==> config.mk <==
export PLATFORM = sky130hd
export DESIGN_NAME = mode7_affine_stream
export DESIGN_NICKNAME = d
export VERILOG_FILES = /design/src/rtl/mode7_affine_stream_pkg.sv /design/src/rtl/mode7_trig_lut.sv /design/src/rtl/mode7_affine_stream.sv
export SDC_FILE = /design/constraint.sdc
export NUM_CORES = 2
export LEC_CHECK = 0
export CORE_ASPECT_RATIO = 0.5
export CORE_UTILIZATION = 50
export CTS_CLUSTER_DIAMETER = 80
export CTS_CLUSTER_SIZE = 20
export DETAILED_ROUTE_END_ITERATION = 10
export PLACE_DENSITY_LB_ADDON = 0.15
export SYNTH_ARGS = -nofsm -noshare
export SYNTH_HDL_FRONTEND = slang
export SYNTH_SLANG_ARGS = --single-unit
==> constraint.sdc <==
create_clock -name clk -period 28.3 [get_ports clk]
set_clock_uncertainty 0.15 [all_clocks]
set_input_delay 5.66 -clock clk [delete_from_list [all_inputs] [get_ports clk]]
set_output_delay 5.66 -clock clk [all_outputs]
set_load 0.05 [all_outputs]
==> src/rtl/mode7_affine_stream_pkg.sv <==
// rtl/mode7_affine_stream_pkg.sv - shared state, wrap-mode encodings and width helpers
package mode7_affine_stream_pkg;

  typedef enum logic [1:0] {
    ST_IDLE  = 2'd0,
    ST_SETUP = 2'd1,
    ST_MUL   = 2'd2,
    ST_RUN   = 2'd3
  } state_e;

  localparam logic [1:0] WRAP_REPEAT      = 2'd0;
  localparam logic [1:0] WRAP_CLAMP       = 2'd1;
  localparam logic [1:0] WRAP_TRANSPARENT = 2'd2;
  localparam logic [1:0] WRAP_RESERVED    = 2'd3;

  // Three guard bits keep the accumulator wide enough for rotated, offset coordinates
  function automatic int acc_width(input int coord_w, input int frac_w);
    return coord_w + frac_w + 3;
  endfunction

endpackage

==> src/rtl/mode7_trig_lut.sv <==
// rtl/mode7_trig_lut.sv - registered quarter-wave sin/cos table, one cycle latency
module mode7_trig_lut #(
  parameter int ANGLE_W = 10,
  parameter int FRAC_W  = 8
) (
  input  logic                       clk,
  input  logic                       rst_n,
  input  logic [ANGLE_W-1:0]         angle,
  output logic signed [FRAC_W+1:0]   sin_val,
  output logic signed [FRAC_W+1:0]   cos_val
);

  localparam int QN = 2 ** (ANGLE_W - 2);
  localparam int EW = FRAC_W + 1;
  localparam int TW = FRAC_W + 2;

  // Table holds sin over [0, 90] degrees inclusive, QN+1 unsigned magnitudes
  function automatic logic [(QN+1)*EW-1:0] build_table();
    logic [(QN+1)*EW-1:0] t;
    real scale;
    real pi;
    int  val;
    t     = '0;
    pi    = 3.14159265358979323846;
    scale = 1.0;
    for (int k = 0; k < FRAC_W; k++) scale = scale * 2.0;
    for (int i = 0; i <= QN; i++) begin
      val = $rtoi($sin(pi * i / (2.0 * QN)) * scale + 0.5);
      t[i*EW +: EW] = EW'(val);
    end
    return t;
  endfunction

  localparam logic [(QN+1)*EW-1:0] QTAB = build_table();

  // Fold a full-circle angle onto the quarter table; quadrant bit 0 mirrors, bit 1 negates
  function automatic logic signed [TW-1:0] lookup(input logic [ANGLE_W-1:0] a);
    logic [1:0]         quad;
    logic [ANGLE_W-1:0] phase;
    logic [ANGLE_W-1:0] idx;
    logic [EW-1:0]      mag;
    quad  = a[ANGLE_W-1 -: 2];
    phase = {2'b00, a[ANGLE_W-3:0]};
    idx   = quad[0] ? (ANGLE_W'(QN) - phase) : phase;
    mag   = QTAB[idx*EW +: EW];
    return quad[1] ? -$signed({1'b0, mag}) : $signed({1'b0, mag});
  endfunction

  logic [ANGLE_W-1:0] cos_angle;
  assign cos_angle = angle + ANGLE_W'(QN);

  // Register both lookups so the table read sits in its own pipeline stage
  always_ff @(posedge clk or negedge rst_n) begin
    if (!rst_n) begin
      sin_val <= '0;
      cos_val <= '0;
    end else begin
      sin_val <= lookup(angle);
      cos_val <= lookup(cos_angle);
    end
  end

endmodule

==> src/rtl/mode7_affine_stream.sv <==
// rtl/mode7_affine_stream.sv - scanline Mode-7 affine texel address generator
module mode7_affine_stream
  import mode7_affine_stream_pkg::*;
#(
  parameter int COORD_W    = 16,
  parameter int FRAC_W     = 8,
  parameter int ANGLE_W    = 10,
  parameter int TEX_LOG2_W = 6,
  parameter int TEX_LOG2_H = 6
) (
  input  logic                           clk,
  input  logic                           rst_n,
  input  logic                           cmd_valid,
  output logic                           cmd_ready,
  input  logic [COORD_W-1:0]             cmd_x0,
  input  logic [COORD_W-1:0]             cmd_y,
  input  logic [COORD_W-1:0]             cmd_originx,
  input  logic [COORD_W-1:0]             cmd_originy,
  input  logic [COORD_W-1:0]             cmd_offsetx,
  input  logic [COORD_W-1:0]             cmd_offsety,
  input  logic [ANGLE_W-1:0]             cmd_angle,
  input  logic [COORD_W-1:0]             cmd_count,
  input  logic [1:0]                     cmd_wrap,
  input  logic                           abort,
  output logic                           pix_valid,
  input  logic                           pix_ready,
  output logic [TEX_LOG2_W-1:0]          pix_u,
  output logic [TEX_LOG2_H-1:0]          pix_v,
  output logic [TEX_LOG2_W+TEX_LOG2_H-1:0] pix_addr,
  output logic                           pix_oob,
  output logic                           pix_last
);

  localparam int ACC_W  = acc_width(COORD_W, FRAC_W);
  localparam int INT_W  = ACC_W - FRAC_W;
  localparam int TRIG_W = FRAC_W + 2;

  state_e state_q, state_d;

  logic [COORD_W-1:0] x0_q, y_q, originx_q, originy_q, offsetx_q, offsety_q;
  logic [COORD_W-1:0] count_q, remaining_q;
  logic [ANGLE_W-1:0] angle_q;
  logic [1:0]         wrap_q;

  logic signed [ACC_W-1:0]  u_acc, v_acc;
  logic signed [TRIG_W-1:0] cos_val, sin_val;

  mode7_trig_lut #(
    .ANGLE_W (ANGLE_W),
    .FRAC_W  (FRAC_W)
  ) u_trig (
    .clk     (clk),
    .rst_n   (rst_n),
    .angle   (angle_q),
    .sin_val (sin_val),
    .cos_val (cos_val)
  );

  logic signed [ACC_W-1:0] c_ext, s_ext, dx_ext, dy_ext, base_u, base_v, u_init, v_init;
  logic signed [COORD_W:0] dx, dy;
  logic [COORD_W:0]        sum_x, sum_y;

  assign c_ext  = {{(ACC_W-TRIG_W){cos_val[TRIG_W-1]}}, cos_val};
  assign s_ext  = {{(ACC_W-TRIG_W){sin_val[TRIG_W-1]}}, sin_val};
  assign dx     = $signed({1'b0, x0_q}) - $signed({1'b0, originx_q});
  assign dy     = $signed({1'b0, y_q})  - $signed({1'b0, originy_q});
  assign dx_ext = {{(ACC_W-COORD_W-1){dx[COORD_W]}}, dx};
  assign dy_ext = {{(ACC_W-COORD_W-1){dy[COORD_W]}}, dy};
  assign sum_x  = {1'b0, originx_q} + {1'b0, offsetx_q};
  assign sum_y  = {1'b0, originy_q} + {1'b0, offsety_q};
  assign base_u = {{(ACC_W-COORD_W-1){1'b0}}, sum_x} << FRAC_W;
  assign base_v = {{(ACC_W-COORD_W-1){1'b0}}, sum_y} << FRAC_W;
  assign u_init = c_ext * dx_ext - s_ext * dy_ext + base_u;
  assign v_init = s_ext * dx_ext + c_ext * dy_ext + base_v;

  logic handshake;
  assign handshake = (state_q == ST_RUN) && pix_ready;

  // State register
  always_ff @(posedge clk or negedge rst_n) begin
    if (!rst_n) state_q <= ST_IDLE;
    else        state_q <= state_d;
  end

  // Next-state and handshake outputs; abort overrides every transition
  always_comb begin
    state_d   = state_q;
    cmd_ready = 1'b0;
    pix_valid = 1'b0;
    case (state_q)
      ST_IDLE: begin
        cmd_ready = 1'b1;
        if (cmd_valid) state_d = ST_SETUP;
      end
      ST_SETUP: state_d = ST_MUL;
      ST_MUL:   state_d = (count_q == '0) ? ST_IDLE : ST_RUN;
      ST_RUN: begin
        pix_valid = 1'b1;
        if (pix_ready && remaining_q == COORD_W'(1)) state_d = ST_IDLE;
      end
      default:  state_d = ST_IDLE;
    endcase
    if (abort) state_d = ST_IDLE;
  end

  // Command capture, accumulator seeding and per-pixel stepping
  always_ff @(posedge clk or negedge rst_n) begin
    if (!rst_n) begin
      x0_q        <= '0;
      y_q         <= '0;
      originx_q   <= '0;
      originy_q   <= '0;
      offsetx_q   <= '0;
      offsety_q   <= '0;
      count_q     <= '0;
      remaining_q <= '0;
      angle_q     <= '0;
      wrap_q      <= WRAP_REPEAT;
      u_acc       <= '0;
      v_acc       <= '0;
    end else if (!abort) begin
      if (state_q == ST_IDLE && cmd_valid) begin
        x0_q      <= cmd_x0;
        y_q       <= cmd_y;
        originx_q <= cmd_originx;
        originy_q <= cmd_originy;
        offsetx_q <= cmd_offsetx;
        offsety_q <= cmd_offsety;
        count_q   <= cmd_count;
        angle_q   <= cmd_angle;
        wrap_q    <= cmd_wrap;
      end
      if (state_q == ST_MUL) begin
        u_acc       <= u_init;
        v_acc       <= v_init;
        remaining_q <= count_q;
      end
      if (handshake) begin
        u_acc       <= u_acc + c_ext;
        v_acc       <= v_acc + s_ext;
        remaining_q <= remaining_q - COORD_W'(1);
      end
    end
  end

  logic [INT_W-1:0] u_int, v_int;
  logic             u_oor, v_oor;
  assign u_int = u_acc[ACC_W-1:FRAC_W];
  assign v_int = v_acc[ACC_W-1:FRAC_W];
  assign u_oor = |u_int[INT_W-1:TEX_LOG2_W];
  assign v_oor = |v_int[INT_W-1:TEX_LOG2_H];

  // Per-axis wrap: clamp saturates, every other mode keeps the low bits
  always_comb begin
    pix_u = u_int[TEX_LOG2_W-1:0];
    pix_v = v_int[TEX_LOG2_H-1:0];
    case (wrap_q)
      WRAP_CLAMP: begin
        if (u_oor) pix_u = u_int[INT_W-1] ? '0 : '1;
        if (v_oor) pix_v = v_int[INT_W-1] ? '0 : '1;
      end
      WRAP_REPEAT, WRAP_TRANSPARENT, WRAP_RESERVED: ;
      default: ;
    endcase
  end

  assign pix_addr = {pix_v, pix_u};
  assign pix_oob  = pix_valid && (wrap_q == WRAP_TRANSPARENT) && (u_oor || v_oor);
  assign pix_last = pix_valid && (remaining_q == COORD_W'(1));

endmodule
==> metrics.csv <==
metric,value,unit
slowest_stage,o21ai_0,
diodes,0,
layout_commonest_cell,inv_1,
synth_fp_nets,6400,
final_area,48500,µm²
antenna_found_initial,3,
fin_nets,6368,
grt_max_degree,155,
synth_area,45290,µm²
yosys_register_bits,216,
core-area,89020,µm²
yosys.area.top_type,fa_1,
ys_warn_count,0,
numCtsBuffers,18,
cts_root_buf,clkbuf_16,
die_x,427.6,µm
drc,0,
worstSetupPathType,flip-flop to flip-flop,
setup_viol_count_final,0,
worstPathArrival,9.98,ns
cap_violations,0,
htreeDepth,1,
grt_pass1_vias,37200,
slew_violations,0,
grt-ovfl-total,0,
cts_tree,done,
crit_path_end_kind,flip-flop,
row_count,77,
portBuffers,156,
placedInstanceArea,47900,µm²
async_flop_share,1.000,
max_slew.worst_pin.slew,1.199,ns
vias,36316,
rsz0062_at_grt,no,
synth_ff_type,dfrtp_1,
dieArea,91860,µm²
seq_area_frac_synth,0.1194,
layout-drive-gt1-share,0.05086,
cts_resized,0,
area_growth,7.098,%
firstDrtPassIters,7,
clk_latency,0.57,ns
grt_usage,0.2933,
critPathMaxFanout,20,
wire_per_inst,20.73,µm
clkTransAtPathRegs,0.09,ns
worstHoldPathType,flip-flop to flip-flop,
postCtsHoldBufs,0,
die_h,214.8,µm
synth_edf_count,0,
timing.slew.headroom,0.1999,
clk_path_buf_depth,3,
critPathRequiredTime,28.62,ns
synth.top_cell.area_share,0.3214,
initialDrtViolationCount,3013,
start_kind,flip-flop,
hpwlAfterDp,98890,µm
io_pins,157,
period_needed,9.653,ns
syn_area_per_cell,8.751,µm²
synthCells,5175,
post-route-period-util,0.3411,
clkSinkCount,216,
post-cts-setup-buffers,0,
max_clock_freq,103.6,MHz
final_hold_viol_count,0,
critical-path-max-stage-delay,0.69,ns
grt_pass1_wl,211400,µm
ant_nets,0,
synthTopCellsByArea,"fa_1, dfrtp_1, ha_1",
wl,131300,µm
layout_common_cells,"inv_1, fa_1, nand2_1, ha_1, and2_1",
start_util,0.5087,
crit_top_cell,fa_1,
post_synth_num_cell_types,102,
status,finished clean,
gp_congestion,0.9367,
finalSetupTns,0,ns
via_per_inst,5.732,
Yosys cell counts (22+ instances only):
cell	n
inv_1	907
fa_1	727
nand2_1	498
ha_1	369
and2_1	288
nor2_1	261
o21ai_0	223
dfrtp_1	216
clkbuf_1	214
a21oi_1	205
xnor2_1	158
mux2_2	87
nor2b_1	79
nand3_1	71
a21o_1	69
nor3_1	68
nand2b_1	56
buf_2	43
xor2_1	40
o211ai_1	38
a31oi_1	37
a211oi_1	36
and3_1	28
o21a_1	26
or3_1	22
stage by stage:
step	setup slack (ns)	std cells	hold WS [ns]	util
2_1_floorplan	19.38	5175	0.3003	-
3_3_place_gp	18.96	6308	0.3195	0.5381
3_5_place_dp	18.79	6308	0.3353	0.5381
4_1_cts	18.74	6336	0.3555	0.5448
5_1_grt	18.12	6336	0.3692	0.5448
6_report	18.65	6336	0.3497	0.5448
sequential cells by signal, indices dropped and copies added, names as in the netlist, 16 cells and up:
name         flops
v_acc           27
u_acc           27
offsetx_q       16
y_q             16
count_q         16
originx_q       16
offsety_q       16
originy_q       16
x0_q            16
remaining_q     16
cells by family after synthesis:
logic type | share of synthesized area
AO/OA/AOI/OAI | 0.1299
XOR/XNOR | 0.03937
adder cells (fa/ha/maj) | 0.4233
buffers and inverters | 0.1021
flip-flops | 0.1194
multiplexers | 0.02705
AND/OR/NAND/NOR | 0.1589
metal layers:
metal / GRT usage / share of wire
met1: 0.4412 / 0.46
met3: 0.04536 / 0.076
met5: 0 / 0.000099
met2: 0.4468 / 0.44
met4: 0.05777 / 0.021
layout make-up:
cell class,count,area (µm²)
fill,8219,40520
tap,1185,1483
inverter,910,3416
multi-input combinational,3759,35400
clock inverter,10,147.6
clock buffer,18,450.4
sequential,216,5408
timing repair buffer,238,2195
final timing paths:
path / startpoint / to / slack (ns) / depth (start not counted)
worst max-delay path: originy_q[0] / v_acc[24] / 18.65 / 33
worst min-delay path: v_acc[5] / v_acc[5] / 0.35 / 2
worst max register to register: originy_q[0] / v_acc[24] / 18.65 / 33
worst min register to register: v_acc[5] / v_acc[5] / 0.35 / 2
max in group asynchronous: rst_n / v_acc[3] / 20.94 / 3
min in group asynchronous: rst_n / angle_q[7] / 4.93 / 1
worst max-delay path, delay by kind of cell, from the launching register on:
family          cells  cell delay [ns]
flops               1             0.42
simple gates        5             0.59
xor+xnor            1             0.11
fa+ha+maj          10             4.46
compound gates     13             3.29
buf+inv             4             0.50
Power is not shown: default switching activity piles up to over one toggle a cycle in this logic, so the estimate is an artifact.
